$ cat config.mk
export PLATFORM = sky130hd
export DESIGN_NAME = fb_access_scheduler
export DESIGN_NICKNAME = d
export VERILOG_FILES = /design/src/rtl/fb_pkg.sv /design/src/rtl/fb_wr_fifo.sv /design/src/rtl/fb_access_scheduler.sv
export SDC_FILE = /design/constraint.sdc
export NUM_CORES = 1
export LEC_CHECK = 0
export CAP_MARGIN = 20
export CORE_UTILIZATION = 25
export DETAILED_ROUTE_END_ITERATION = 6
export PLACE_DENSITY_LB_ADDON = 0.25
export SLEW_MARGIN = 10
export SYNTH_ARGS = -nofsm -noshare
export SYNTH_HDL_FRONTEND = slang
export SYNTH_SLANG_ARGS = --single-unit
$ cat constraint.sdc
create_clock -name clk -period 6.43 [get_ports clk]
set_input_delay 0.643 -clock clk [delete_from_list [all_inputs] [get_ports clk]]
set_output_delay 0.643 -clock clk [all_outputs]
set_load 0.01 [all_outputs]
$ cat src/rtl/fb_pkg.sv
// Frame-buffer access scheduler shared types and constants.
// Default geometry, widths and the swap FSM encoding live here.
package fb_pkg;

  localparam int FB_DATA_W  = 8;
  localparam int FB_HORIZ   = 640;
  localparam int FB_VERT    = 480;
  localparam int FB_ADDR_W  = 19;
  localparam int FB_WFIFO_D = 4;
  localparam int FB_PIXELS  = FB_HORIZ * FB_VERT;

  function automatic int clog2(input int v);
    int r;
    r = 0;
    for (int i = 0; i < 31; i++) begin
      if ((1 << i) < v) r = i + 1;
    end
    return r;
  endfunction

  typedef struct packed {
    logic [FB_ADDR_W-1:0] addr;
    logic [FB_DATA_W-1:0] data;
  } wr_entry_t;

  typedef logic page_t;

  typedef enum logic [1:0] {
    SW_IDLE,
    SW_PENDING,
    SW_SWAP
  } swap_state_e;

endpackage

$ cat src/rtl/fb_wr_fifo.sv
// Host write FIFO: registered storage, wrap-bit pointers.
// Accepts a push while full only when an entry pops that cycle.
module fb_wr_fifo
  import fb_pkg::*;
#(
  parameter int WIDTH = 27,
  parameter int DEPTH = 4
) (
  input  logic             clk,
  input  logic             rst_n,
  input  logic             push,
  input  logic             pop,
  input  logic [WIDTH-1:0] din,
  output logic [WIDTH-1:0] dout,
  output logic             full,
  output logic             empty
);

  localparam int PW = clog2(DEPTH);

  logic [PW:0]      wp_q, wp_d;
  logic [PW:0]      rp_q, rp_d;
  logic [WIDTH-1:0] mem_q [DEPTH];
  logic [WIDTH-1:0] mem_d [DEPTH];
  logic             do_pop;
  logic             do_push;

  assign empty = (wp_q == rp_q);
  assign full  = (wp_q[PW] != rp_q[PW]) &&
                 (wp_q[PW-1:0] == rp_q[PW-1:0]);
  assign dout  = mem_q[rp_q[PW-1:0]];

  assign do_pop  = pop && !empty;
  assign do_push = push && (!full || do_pop);

  // Next pointers and storage contents.
  always_comb begin
    wp_d  = wp_q;
    rp_d  = rp_q;
    mem_d = mem_q;
    if (do_push) begin
      mem_d[wp_q[PW-1:0]] = din;
      wp_d = wp_q + 1'b1;
    end
    if (do_pop) rp_d = rp_q + 1'b1;
  end

  // Pointer and storage registers.
  always_ff @(posedge clk or negedge rst_n) begin
    if (!rst_n) begin
      wp_q <= '0;
      rp_q <= '0;
      for (int i = 0; i < DEPTH; i++) mem_q[i] <= '0;
    end else begin
      wp_q  <= wp_d;
      rp_q  <= rp_d;
      mem_q <= mem_d;
    end
  end

endmodule

$ cat src/rtl/fb_access_scheduler.sv
// Single-port double-buffered frame RAM arbiter: scan-out reads
// in active video, host writes drain in blanking, vblank page swap.
module fb_access_scheduler
  import fb_pkg::*;
#(
  parameter int DATA_WIDTH  = FB_DATA_W,
  parameter int HORIZ       = FB_HORIZ,
  parameter int VERT        = FB_VERT,
  parameter int ADDR_WIDTH  = FB_ADDR_W,
  parameter int WFIFO_DEPTH = FB_WFIFO_D
) (
  input  logic                  clk,
  input  logic                  rst_n,
  input  logic                  video_on,
  input  logic                  vblank_start,
  input  logic                  wr_valid,
  output logic                  wr_ready,
  input  logic [ADDR_WIDTH-1:0] wr_addr,
  input  logic [DATA_WIDTH-1:0] wr_data,
  input  logic                  swap_req,
  output logic                  swap_pending,
  output logic                  swap_done,
  output logic                  disp_page,
  output logic                  wr_oob,
  output logic [ADDR_WIDTH:0]   mem_addr,
  output logic                  mem_re,
  output logic                  mem_we,
  output logic [DATA_WIDTH-1:0] mem_wdata,
  input  logic [DATA_WIDTH-1:0] mem_rdata,
  output logic [DATA_WIDTH-1:0] rgb_data
);

  localparam int PIXELS = HORIZ * VERT;
  localparam logic [ADDR_WIDTH-1:0] LAST_PIX =
    ADDR_WIDTH'(PIXELS - 1);
  localparam logic [ADDR_WIDTH:0] PIX_LIM =
    (ADDR_WIDTH + 1)'(PIXELS);

  typedef struct packed {
    logic [ADDR_WIDTH-1:0] addr;
    logic [DATA_WIDTH-1:0] data;
  } entry_t;

  logic [ADDR_WIDTH-1:0] rd_cnt_q, rd_cnt_d;
  page_t                 disp_page_q, disp_page_d;
  swap_state_e           state_q, state_d;
  logic                  oob_q, oob_d;
  logic                  vo_q, vo_d;
  logic [DATA_WIDTH-1:0] rgb_q, rgb_d;

  entry_t head;
  entry_t wr_entry;
  logic   full;
  logic   empty;
  logic   push;
  logic   pop;
  logic   head_oob;

  assign wr_entry = '{addr: wr_addr, data: wr_data};
  assign wr_ready = !full;
  assign push     = wr_valid && wr_ready;
  assign head_oob = ({1'b0, head.addr} >= PIX_LIM);

  fb_wr_fifo #(
    .WIDTH ($bits(entry_t)),
    .DEPTH (WFIFO_DEPTH)
  ) u_wr_fifo (
    .clk   (clk),
    .rst_n (rst_n),
    .push  (push),
    .pop   (pop),
    .din   (wr_entry),
    .dout  (head),
    .full  (full),
    .empty (empty)
  );

  // RAM port mux: scan-out owns the port during active video.
  always_comb begin
    mem_re    = 1'b0;
    mem_we    = 1'b0;
    mem_addr  = '0;
    mem_wdata = '0;
    pop       = 1'b0;
    oob_d     = oob_q;
    if (video_on) begin
      mem_re   = 1'b1;
      mem_addr = {disp_page_q, rd_cnt_q};
    end else if (!empty) begin
      pop = 1'b1;
      if (head_oob) begin
        oob_d = 1'b1;
      end else begin
        mem_we    = 1'b1;
        mem_addr  = {~disp_page_q, head.addr};
        mem_wdata = head.data;
      end
    end
  end

  // Scan-out address: resync on vblank, wrap at the last pixel.
  always_comb begin
    rd_cnt_d = rd_cnt_q;
    if (vblank_start) begin
      rd_cnt_d = '0;
    end else if (video_on) begin
      if (rd_cnt_q == LAST_PIX) rd_cnt_d = '0;
      else                      rd_cnt_d = rd_cnt_q + 1'b1;
    end
  end

  // Swap FSM: only swap at vblank once queued writes have landed.
  always_comb begin
    state_d     = state_q;
    disp_page_d = disp_page_q;
    unique case (state_q)
      SW_IDLE: begin
        if (swap_req) state_d = SW_PENDING;
      end
      SW_PENDING: begin
        if (vblank_start && empty && !push) begin
          state_d     = SW_SWAP;
          disp_page_d = ~disp_page_q;
        end
      end
      SW_SWAP: state_d = SW_IDLE;
      default: state_d = SW_IDLE;
    endcase
  end

  // Output pipe: pixel lands two cycles after its read.
  always_comb begin
    vo_d  = video_on;
    rgb_d = vo_q ? mem_rdata : '0;
  end

  // State registers.
  always_ff @(posedge clk or negedge rst_n) begin
    if (!rst_n) begin
      rd_cnt_q    <= '0;
      disp_page_q <= 1'b0;
      state_q     <= SW_IDLE;
      oob_q       <= 1'b0;
      vo_q        <= 1'b0;
      rgb_q       <= '0;
    end else begin
      rd_cnt_q    <= rd_cnt_d;
      disp_page_q <= disp_page_d;
      state_q     <= state_d;
      oob_q       <= oob_d;
      vo_q        <= vo_d;
      rgb_q       <= rgb_d;
    end
  end

  assign swap_pending = (state_q == SW_PENDING);
  assign swap_done    = (state_q == SW_SWAP);
  assign disp_page    = disp_page_q;
  assign wr_oob       = oob_q;
  assign rgb_data     = rgb_q;

endmodule
# --- Word-level counts from Yosys, hierarchy flattened ---
# Cells that the tools add are included.
word_totals:
  register_bits: 146
  input_bits: 41
  output_inout_bits: 43
  wordCells: 73
op_classes:
  add_sub_neg: 3
  order_cmp: 4
  eq_ne: 8
  mux: 25
  bitwise: 5
  reduce_logical: 16
op_table:
  columns: ["op", "count"]
  rows:
  - ["$bwmux W108", 1]
  - ["$mux W27", 3]
  - ["$mux W20", 3]
  - ["$mux W19", 3]
  - ["$bmux W27 S2", 1]
  - ["$demux W27 S2", 1]
  - ["$mux W8", 4]
  - ["$add A19 B1 Y19 const B", 1]
  - ["$eq A19 B19 Y1 const B", 1]
  - ["$ge A19 B19 Y1 const B", 1]
  - ["$logic_and A1 B1 Y1", 7]
  - ["$add A3 B1 Y3 const B", 2]
  - ["$ge A3 B3 Y1 const B", 2]
  - ["$mux W1", 6]
  - ["$not A2 Y3", 2]
  - ["$mux W2", 2]
  - ["$pmux W2 S2", 1]
  - ["$reduce_and A2 Y1", 2]
  - ["$eq A3 B3 Y1", 1]
  - ["$logic_not A1 Y1", 3]
  - ["$lt A3 B1 Y1 const B", 1]
  - ["$not A1 Y1", 3]
  - ["$reduce_and A3 Y1", 1]
  - ["$eq A2 B1 Y1 const B", 1]
  - ["other kinds (8)", 8]

# --- Logic depth before layout (Yosys ltp) ---
# Gate-level depths: netlist (run 1).
logic_depth:
  depth_word: 8
  ltp_mapped: 7
  ltp_nobuf: 5

# --- Hierarchy ---
# From an unflattened synthesis (run 1), not the netlist that was laid out.
unflattened:
  hier_cells: 491
  hier_area_um2: 7059.3
modules_own_cells:
  columns: ["module", "n_inst", "cells_each", "area_each_um2", "seq_area_each_um2"]
  rows:
  - ["fb_wr_fifo", 1, 301, 5263.8, 2852.7]
  - ["fb_access_scheduler", 1, 190, 1795.5, 800.8]

# --- Worst setup path after synthesis (run 1) ---
# OpenSTA, ideal clock, no wires.
synth_path:
  path_kind: "register to output"
  startpoint: "register u_wr_fifo.rp_q[0]"
  endpoint: "output port mem_wdata[0]"
  arrival_ns: 2.052
  setup_slack_ns: 3.735
  stages_incl_launch_ff: 7
  n_path_buf: 2
  cell_sequence: "dfrtp_1 > buf_6 > mux4_2 > a211oi_1 > a21boi_1 > clkbuf_1 > nor3b_1"
synth_via:
  elab_chain_len: 8
  elab_cells_between_ends: 9
synth_rtl:
  columns: ["item", "line_no", "rtl"]
  rows:
  - ["start, declared", "fb_wr_fifo.sv:22", "logic [PW:0] rp_q, rp_d;"]
  - ["start signal, assigned", "fb_wr_fifo.sv:56", "rp_q <= rp_d;"]
  - ["$not A2 Y3 (not written as such)", "fb_wr_fifo.sv:31", "assign dout = mem_q[rp_q[PW-1:0]];"]
  - ["$bmux W27 S2", "fb_wr_fifo.sv:31", null]
  - ["$mux W27 (not written as such) (2 in series)", "fb_wr_fifo.sv:31", null]
  - ["$ge A19 B19 Y1", "fb_access_scheduler.sv:62", "assign head_oob = ({1'b0, head.addr} >= PIX_LIM);"]
  - ["$mux W8", "fb_access_scheduler.sv:91", "if (head_oob) begin"]
  - ["$mux W8 (*)", "fb_access_scheduler.sv:89", "end else if (!empty) begin"]
  - ["$mux W8 (*)", "fb_access_scheduler.sv:86", "if (video_on) begin"]
  - ["end, declared", "fb_access_scheduler.sv:28", "output logic [DATA_WIDTH-1:0] mem_wdata,"]
# Mark *: on every way between the ends. The rest lies on a longest branch, timed or not. The select of a mux whose other input is x is not followed.

# --- Worst setup path in the final report (run 1) ---
layout_path:
  startpoint: "register u_wr_fifo.rp_q[1]"
  endpoint: "output port mem_addr[2]"
layout_via:
  elab_chain_len: 8
  elab_cells_between_ends: 9
layout_rtl:
  columns: ["item", "line_no", "rtl"]
  rows:
  - ["$not A2 Y3 (not written as such)", "fb_wr_fifo.sv:31", null]
  - ["$bmux W27 S2", "fb_wr_fifo.sv:31", null]
  - ["$mux W27 (not written as such) (2 in series)", "fb_wr_fifo.sv:31", null]
  - ["$ge A19 B19 Y1", "fb_access_scheduler.sv:62", null]
  - ["$mux W20", "fb_access_scheduler.sv:91", null]
  - ["$mux W20 (*)", "fb_access_scheduler.sv:89", null]
  - ["$mux W20 (*)", "fb_access_scheduler.sv:86", null]
  - ["end, declared", "fb_access_scheduler.sv:25", "output logic [ADDR_WIDTH:0] mem_addr,"]
# Marked as above.

==> results.txt, run 1 <==
Status = complete, no violations
Slowest stage delay, CP = 0.73 ns
Vias in the first global route = 4926
Crit path kind = flip-flop to output pin
Crit-path slowest cell = dfrtp_1
Netlist cell types = 51
Met3 WL = 844 µm
Post-Place Setup Slack = 2.74 ns
Ys async rst share = 1.00
Wire per inst = 18.1 µm
Worst vdd ir = 0.258 mV
# nets final = 645
WL met2 = 8480 µm
# hold bufs at CTS = 0
Area of the multi-input gates = 3060 µm²
Die H = 168 µm
CP startpoint kind = flip-flop
Post-synthesis sequential area ratio = 0.528
Port Buffers = 83
Initial Util = 0.256
Clock-pin transition on the worst setup and hold timing paths = 0.06 ns
Max Clk Rate = 0.245 GHz
Quantity of gates resized following cts = 0
Core area = 27000 µm²
Overall Global Routing Usage = 0.129
# IOs = 84
Sink Count = 146
Endpoints failing setup = 0
1st-pass router iterations = 4
P&R area growth vs syn = 24.9%
Critical Path AT = 3.44 ns
Layout Cells excl Fill = 954
Worst setup EP type = output pin
Layout cell share with drive strength beyond 1 = 0.309
Fillcell total = 2686
Data required time of the critical path = 5.79 ns
Clock Tree Root = clkbuf_16
Post-synth top flop = dfrtp_1
Worst-skew pair later-pin latency = 0.41 ns
WL final = 17300 µm
Internal reg-to-reg setup slack = 3.66 ns
Minimum clock period = 4.09 ns
EDFF count, synth = 0
Final hold violations = 0
PwrDens = 505 nW/µm²
Worst slew margin = 0.383
Largest net degree at the start of global routing = 75
Max FO, Critical Path = 26
Global-route wire length before repair = 28000 µm
Initial antenna violation count = 2
Fin area = 8640 µm²
Worst path cell trace = buf_16, buf_4, mux4_2, a211oi_1, a21boi_2, buf_4, o21ai_0, clkdlybuf4s50_1
Final clock skew = 0.00916 ns
Setup Buffers After CTS = 0
Pleak = 3.42 nW
Max Cap Viol = 0
Placer Congestion = 0.764
Critical Path Most Common Cell = buf_4
Die area = 28300 µm²
R2r worst-path depth = 4
Syn avg cell area = 13.4 µm²
CTS tree = yes
Synthesis warning total = 0
Die X = 168 µm
DR vias = 4478
Setup tns final = 0 ns
Drt initial violations = 171
Post-DP HPWL = 11700 µm
Post-Synthesis Cells = 516
Tot Pwr = 4.36 mW
Dpl cells = 920
Syn Nets = 563
Post-Route M1 WL = 7690 µm
Reg area = 3650 µm²
Actual slew at the worst max-slew pin = 0.925 ns
Setup WS post-layout = 2.34 ns
Post-Place Cell Area = 8070 µm²
Unrepaired setup endpoints after global routing = no
Clk buf depth = 2
ANT nets after route = 0
FF+latch count, synth = 146
H-tree depth = 4
Hold WC Path Type = primary input to asynchronous set/reset pin
Highest routed layer = met4
R2r startpoint = u_wr_fifo.rp_q[1]
GRT Residual Overflow = 0
Drt drc = 0
Slew Viols, Final = 0
Cts bufs inserted = 17
Avg Vias per Cell = 4.69
Part of the cycle the worst path needs = 0.636
Synth Cell Area = 6920 µm²
Site Rows = 60
R2R Path End = u_wr_fifo.mem_q[19]
cell usage in the layout (no fill, tap or decap), types with 5 or more instances in the layout:
cell | Yosys | routed
clkdlybuf4s50_1 | 0 | 82
nor3b_1 | 8 | 8
xor2_1 | 7 | 7
dfrtp_1 | 146 | 145
nor2_1 | 19 | 19
inv_1 | 6 | 6
ha_1 | 6 | 6
buf_4 | 2 | 6
nand2_1 | 50 | 50
nor3_1 | 5 | 5
o21ai_0 | 21 | 21
mux4_2 | 27 | 27
and2_1 | 9 | 9
xnor2_1 | 12 | 12
clkbuf_16 | 0 | 17
a21oi_1 | 7 | 7
nand3_1 | 8 | 8
mux2_2 | 109 | 109
cells in the mapped netlist, types with 3 or more instances:
library cell | number | area (µm²)
buf_2 | 4 | 20.0
mux2_2 | 109 | 1230
xnor2_1 | 12 | 105
nor3b_1 | 8 | 60.1
nand3_1 | 8 | 40.0
dfrtp_1 | 146 | 3650
buf_6 | 10 | 113
ha_1 | 6 | 75.1
nand2_1 | 50 | 188
clkbuf_1 | 10 | 37.5
inv_1 | 6 | 22.5
o21ai_0 | 21 | 105
a21oi_1 | 7 | 35.0
nand2_2 | 4 | 25.0
nor2_1 | 19 | 71.3
a31oi_1 | 3 | 18.8
nor3_1 | 5 | 25.0
mux4_2 | 27 | 608
o41ai_1 | 3 | 26.3
and4_1 | 3 | 26.3
and2_1 | 9 | 56.3
xor2_1 | 7 | 61.3
critical path: cells and delay by family (launching register included):
family                 cells  cell delay, ns
AOI/OAI and AO/OA          3            0.70
muxes                      1            0.33
buffers and inverters      4            1.26
DFF                        1            0.73
worst max path at each step:
stage                       from           end  slack, ns  cells after the start
5_1_grt        u_wr_fifo.rp_q[1]  mem_wdata[3]       2.04                      8
3_5_place_dp   u_wr_fifo.rp_q[1]  mem_wdata[3]       2.74                      8
6_report       u_wr_fifo.rp_q[1]   mem_addr[2]       2.34                      8
3_3_place_gp   u_wr_fifo.rp_q[1]  mem_wdata[6]       2.45                      7
2_1_floorplan  u_wr_fifo.rp_q[0]  mem_wdata[0]       3.74                      6
4_1_cts        u_wr_fifo.rp_q[0]  mem_wdata[3]       2.30                      7
per-stage QoR:
step / hold slack, ns / util
3_5_place_dp: 0.443 / 0.298
4_1_cts: 0.277 / 0.319
2_1_floorplan: 0.347 / -
5_1_grt: 0.284 / 0.320
3_3_place_gp: 0.434 / 0.297
6_report: 0.244 / 0.320
cells by family (layout without fill, tap and decap cells):
family / Yosys count / count (layout) / synth area share
other cells: 0 / 2 / 0
compound gates: 51 / 51 / 0.0485
fa+ha+maj: 6 / 6 / 0.0109
simple gates: 125 / 125 / 0.0926
flops: 146 / 146 / 0.528
xor+xnor: 19 / 19 / 0.0241
mux: 136 / 136 / 0.265
buf+inv: 33 / 128 / 0.0306
final cells by class:
type,count,share of cell area
Sequential cell,146,0.423
Multi-Input combinational cell,337,0.354
Timing Repair Buffer,90,0.105
Clock buffer,19,0.0513
Tap cell,341,0.0494
Clock inverter,13,0.0146
Inverter,6,0.00261
Antenna cell,2,0.000579
registers in the layout, indices dropped and copies added, names as in the netlist:
name,cells
disp_page,1
rd_cnt_q,19
rgb_data,8
state_q,2
u_wr_fifo.mem_q,108
u_wr_fifo.rp_q,3
u_wr_fifo.wp_q,3
vo_q,1
wr_oob,1
report_power, final:
group | switching, mW | total (mW) | leakage (nW) | internal, mW
combinational | 0.838 | 1.89 | 1.38 | 1.05
sequential | 0.227 | 1.53 | 1.77 | 1.30
clock | 0.399 | 0.947 | 0.267 | 0.548
layer usage:
metal,track usage,vias up
li1,-,2036
met3,0.0378,15
met2,0.218,80
met5,0,-
met1,0.161,2347
met4,0.0364,0
Power figures use the tool's default switching activity.
==> run 2, diff against run 1 <==
==> constraint.sdc (replaced) <==
create_clock -name clk -period 3.54 [get_ports clk]
set_input_delay 0.354 -clock clk [delete_from_list [all_inputs] [get_ports clk]]
set_output_delay 0.354 -clock clk [all_outputs]
set_load 0.01 [all_outputs]
==> results.txt, run 2 (same netlist as run 1, synthesis figures left out) <==
ANT nets after route = 0
P&R area growth vs syn = 26.5%
Drt initial violations = 211
CTS tree = yes
Max FO, Critical Path = 18
Clock-pin transition on the worst setup and hold timing paths = 0.06 ns
Critical Path AT = 2.93 ns
Site Rows = 60
Setup WS post-layout = 0.254 ns
Part of the cycle the worst path needs = 0.928
H-tree depth = 4
Worst slew margin = 0.510
Sink Count = 146
1st-pass router iterations = 4
Minimum clock period = 3.29 ns
Most frequent cells in the layout = dfrtp_1 (144), mux2_2 (109), clkdlybuf4s50_1 (82)
Post-Place Cell Area = 8140 µm²
Sw power = 2.66 mW
Max reg flops = 108
# IOs = 84
DR vias = 4552
Cts bufs inserted = 17
Max Cap Viol = 0
Reg with most FFs = u_wr_fifo.mem_q
Setup tns final = 0 ns
Comb power frac = 0.440
Final clock skew = 0.0106 ns
Placer Congestion = 0.828
R2r startpoint = u_wr_fifo.rp_q[0]
Hold WC Path Type = flip-flop to flip-flop
Global-route wire length before repair = 28600 µm
Overall Global Routing Usage = 0.132
Worst setup EP type = output pin
CP startpoint kind = flip-flop
Drt drc = 0
Max Clk Rate = 0.304 GHz
Clk pwr share = 0.216
Endpoints failing setup = 0
Final core utilization = 0.324
Post-Place Setup Slack = 0.389 ns
Clk buf depth = 2
Inserted Diodes = 0
WL final = 17700 µm
Data required time of the critical path = 3.19 ns
Tot Pwr = 8.00 mW
Fin area = 8750 µm²
Clock Tree Root = clkbuf_16
Fillcell total = 2697
Net Sw Frac = 0.333
Most common cell after layout, fill and taps aside = dfrtp_1
Slew Viols, Final = 0
Worst-skew pair later-pin latency = 0.42 ns
Die area = 28300 µm²
Wire per inst = 18.3 µm
Seq pwr share = 0.345
Initial Util = 0.256
Die H = 168 µm
Avg Vias per Cell = 4.70
Hold wc startpoint = state_q[1]
PwrDens = 913 nW/µm²
Largest net degree at the start of global routing = 67
Final hold violations = 0
Die X = 168 µm
Unrepaired setup endpoints after global routing = no
Vias in the first global route = 4969
Int Pwr = 5.34 mW
# nets final = 661
Core area = 27000 µm²
Crit path kind = flip-flop to output pin
Status = complete, no violations
Post-DP HPWL = 12400 µm
Worst vdd ir = 0.377 mV
GRT Residual Overflow = 0
Port Buffers = 83
Layout cell share with drive strength beyond 1 = 0.325
Initial antenna violation count = 2
Worst setup path startpoint = u_wr_fifo.rp_q[0]
Pleak = 3.49 nW
Actual slew at the worst max-slew pin = 0.736 ns
run 2: cell types whose count changed in the layout (fill, tap and decap cells not counted):
| cell | delta |
|---|---|
| a211oi_1 | -1 |
| a211oi_2 | +1 |
| buf_12 | +1 |
| buf_16 | -1 |
| buf_4 | +15 |
| clkbuf_1 | +2 |
| clkbuf_8 | +1 |
| clkinv_4 | -2 |
| dfrtp_1 | -1 |
| dfrtp_4 | +1 |
| diode_2 | -2 |
| dlygate4sd3_1 | +1 |
| inv_6 | -1 |
run 2: path summary, 6_finish.rpt:
check / end / slack, ns / cells past startpoint
max: mem_addr[14] / 0.25 / 7
min: state_q[0] / 0.45 / 1
max reg2reg: u_wr_fifo.mem_q[89] / 0.91 / 6
min reg2reg: state_q[0] / 0.45 / 1
max in group asynchronous: rd_cnt_q[18] / 2.18 / 3
min in group asynchronous: rgb_data[0] / 0.49 / 2
run 2: through the flow:
| stage | hold WS (ns) | std cells |
|---|---|---|
| final | 0.451 | 968 |
| after global routing | 0.470 | 968 |
| after CTS | 0.454 | 968 |
| after detailed placement | 0.396 | 931 |
| after global placement | 0.372 | 931 |
| after floorplan | 0.0584 | 516 |
run 2: power groups by stage:
stage | registers, mW | logic (mW) | clock network, mW
3_3_place_gp | 2.75 | 3.42 | 0
6_report | 2.76 | 3.52 | 1.72
5_1_grt | 2.84 | 3.82 | 1.86
2_1_floorplan | 2.63 | 2.34 | 0
4_1_cts | 2.75 | 3.58 | 1.79
3_5_place_dp | 2.81 | 3.51 | 0
run 2: worst max-delay path, cell delays in order (launching register included):
cell and delay (ns):
dfrtp_4 0.53, buf_4 0.18, xnor2_1 0.20, a31oi_1 0.27, buf_4 0.27, nand2_1 0.09, o21ai_0 0.35, clkdlybuf4s50_1 0.61
run 2: metal layers:
layer,part of all wire,GRT usage
met5,0.0014,0
met4,0.010,0.0372
met3,0.043,0.0350
met2,0.49,0.224
met1,0.45,0.165
run 2: area by class of cell:
class | instances | area, µm² | area share
inverter | 6 | 22.5 | 0.00257
timing repair buffer | 106 | 1020 | 0.116
clock inverter | 10 | 100 | 0.0114
tap | 341 | 427 | 0.0487
clock buffer | 22 | 464 | 0.0530
sequential | 146 | 3660 | 0.418
multi-input combinational | 337 | 3060 | 0.350
run 2: timing repair:
item	CTS	global route
gates cloned	0	0
setup buffers	4	0
gates resized for setup	1	2
endpoints found under the hold margin	63	0
setup endpoints to repair	20	1
hold buffers	1	0
==> run 3, diff against run 2 <==
==> constraint.sdc (replaced) <==
create_clock -name clk -period 3.7 [get_ports clk]
set_input_delay 0.37 -clock clk [delete_from_list [all_inputs] [get_ports clk]]
set_output_delay 0.37 -clock clk [all_outputs]
set_load 0.01 [all_outputs]
==> results.txt, run 3 (same netlist as run 1, synthesis figures left out) <==
Status = complete, no violations
Core area = 27000 µm²
Max FO, Critical Path = 13
Initial antenna violation count = 2
R2R Path End = u_wr_fifo.mem_q[22]
Placer Congestion = 0.755
PwrDens = 885 nW/µm²
Final core utilization = 0.321
Endpoints failing setup = 0
Sink Count = 146
P&R area growth vs syn = 25.5%
Most common cell after layout, fill and taps aside = dfrtp_1
# nets final = 649
Final hold violations = 0
Drt drc = 0
Vias in the first global route = 4891
Initial Util = 0.256
Setup tns final = 0 ns
M1 GR Usage = 0.164
Post-DP HPWL = 12200 µm
Pleak = 3.45 nW
R2r startpoint = u_wr_fifo.rp_q[1]
CP startpoint kind = flip-flop
R2r worst-path depth = 5
Clock Tree Root = clkbuf_16
1st-pass router iterations = 4
Avg Vias per Cell = 4.69
Hold WC Path Type = primary input to asynchronous set/reset pin
Crit path to = mem_wdata[3]
Max Clk Rate = 0.287 GHz
# IOs = 84
Worst-skew pair later-pin latency = 0.43 ns
Clock-pin transition on the worst setup and hold timing paths = 0.06 ns
Met3 Usage GRT = 0.0350
Site Rows = 60
Die H = 168 µm
Minimum clock period = 3.48 ns
Worst vdd ir = 0.406 mV
Port Buffers = 83
Actual slew at the worst max-slew pin = 0.914 ns
Layout cell share with drive strength beyond 1 = 0.320
WL final = 17600 µm
Worst setup path startpoint = u_wr_fifo.rp_q[1]
Inserted Diodes = 0
GRT Residual Overflow = 0
Part of the cycle the worst path needs = 0.940
Die area = 28300 µm²
Post-Place Setup Slack = 0.325 ns
Internal reg-to-reg setup slack = 0.90 ns
Data required time of the critical path = 3.33 ns
Drt initial violations = 227
Crit path kind = flip-flop to output pin
Global-route wire length before repair = 28200 µm
Critical Path AT = 3.11 ns
Max reg flops = 108
Clk buf depth = 2
Setup WS post-layout = 0.222 ns
Cts bufs inserted = 17
Largest net degree at the start of global routing = 89
H-tree depth = 4
Most frequent cells in the layout = dfrtp_1 (144), mux2_2 (109), clkdlybuf4s50_1 (82)
Worst setup EP type = output pin
Slew Viols, Final = 0
Max Cap Viol = 0
Final clock skew = 0.00997 ns
Die X = 168 µm
Worst slew margin = 0.389
Wire per inst = 18.4 µm
Overall Global Routing Usage = 0.132
Unrepaired setup endpoints after global routing = no
Most used routing layer = met2
Grt met2 use = 0.222
CTS tree = yes
ANT nets after route = 0
DR vias = 4481
Reg with most FFs = u_wr_fifo.mem_q
run 3: metal layers:
layer / wire (µm) / share of wire
met1: 7920 / 0.45
met2: 8630 / 0.49
met3: 780 / 0.044
met4: 233 / 0.013
met5: 25 / 0.0014
run 3: how the worst min path moves through the flow:
stage / from / endpoint / slack, ns / cells after the start
finish: rst_n / rgb_data[1] / 0.01 / 1
global route: rst_n / rgb_data[0] / 0.08 / 1
CTS: rst_n / rgb_data[4] / 0.04 / 1
detailed placement: state_q[1] / state_q[0] / 0.45 / 1
global placement: state_q[1] / state_q[0] / 0.43 / 1
floorplan: rst_n / disp_page / 0.07 / 0
run 3: timing repair:
item,4_1_cts,5_1_grt
pin swaps,0,0
resized for setup,2,3
setup endpoints to repair,12,17
setup buffers,0,0
hold buffers,0,0
run 3: critical path, stage by stage (launching register included):
cell and delay, ns:
dfrtp_2 0.58, buf_4 0.27, xnor2_1 0.18, and3_1 0.26
or2_2 0.41, nor3b_1 0.38, clkdlybuf4s50_1 0.61
run 3: final cells by class:
class                   instances  area (µm²)
repair buffers                 94         915
flip-flops and latches        146        3660
fillers                      2673       18300
clock buffers                  18         439
inverters                       6        22.5
multi-input cells             337        3070
clock inverters                14         146
well taps                     341         427
run 3: per-stage QoR:
stage	area, µm²	hold WS, ns	power, mW	cells
final	8680	0.0116	7.68	956
after floorplan	6920	0.0744	4.75	516
after global routing	8680	0.0820	8.16	956
after CTS	8670	0.0450	7.77	956
after detailed placement	8080	0.445	6.02	924
after global placement	8080	0.435	5.87	924
run 3: power breakdown:
part / switching (mW) / total [mW] / internal (mW)
registers: 0.417 / 2.69 / 2.27
clock network: 0.738 / 1.70 / 0.967
logic: 1.45 / 3.29 / 1.84
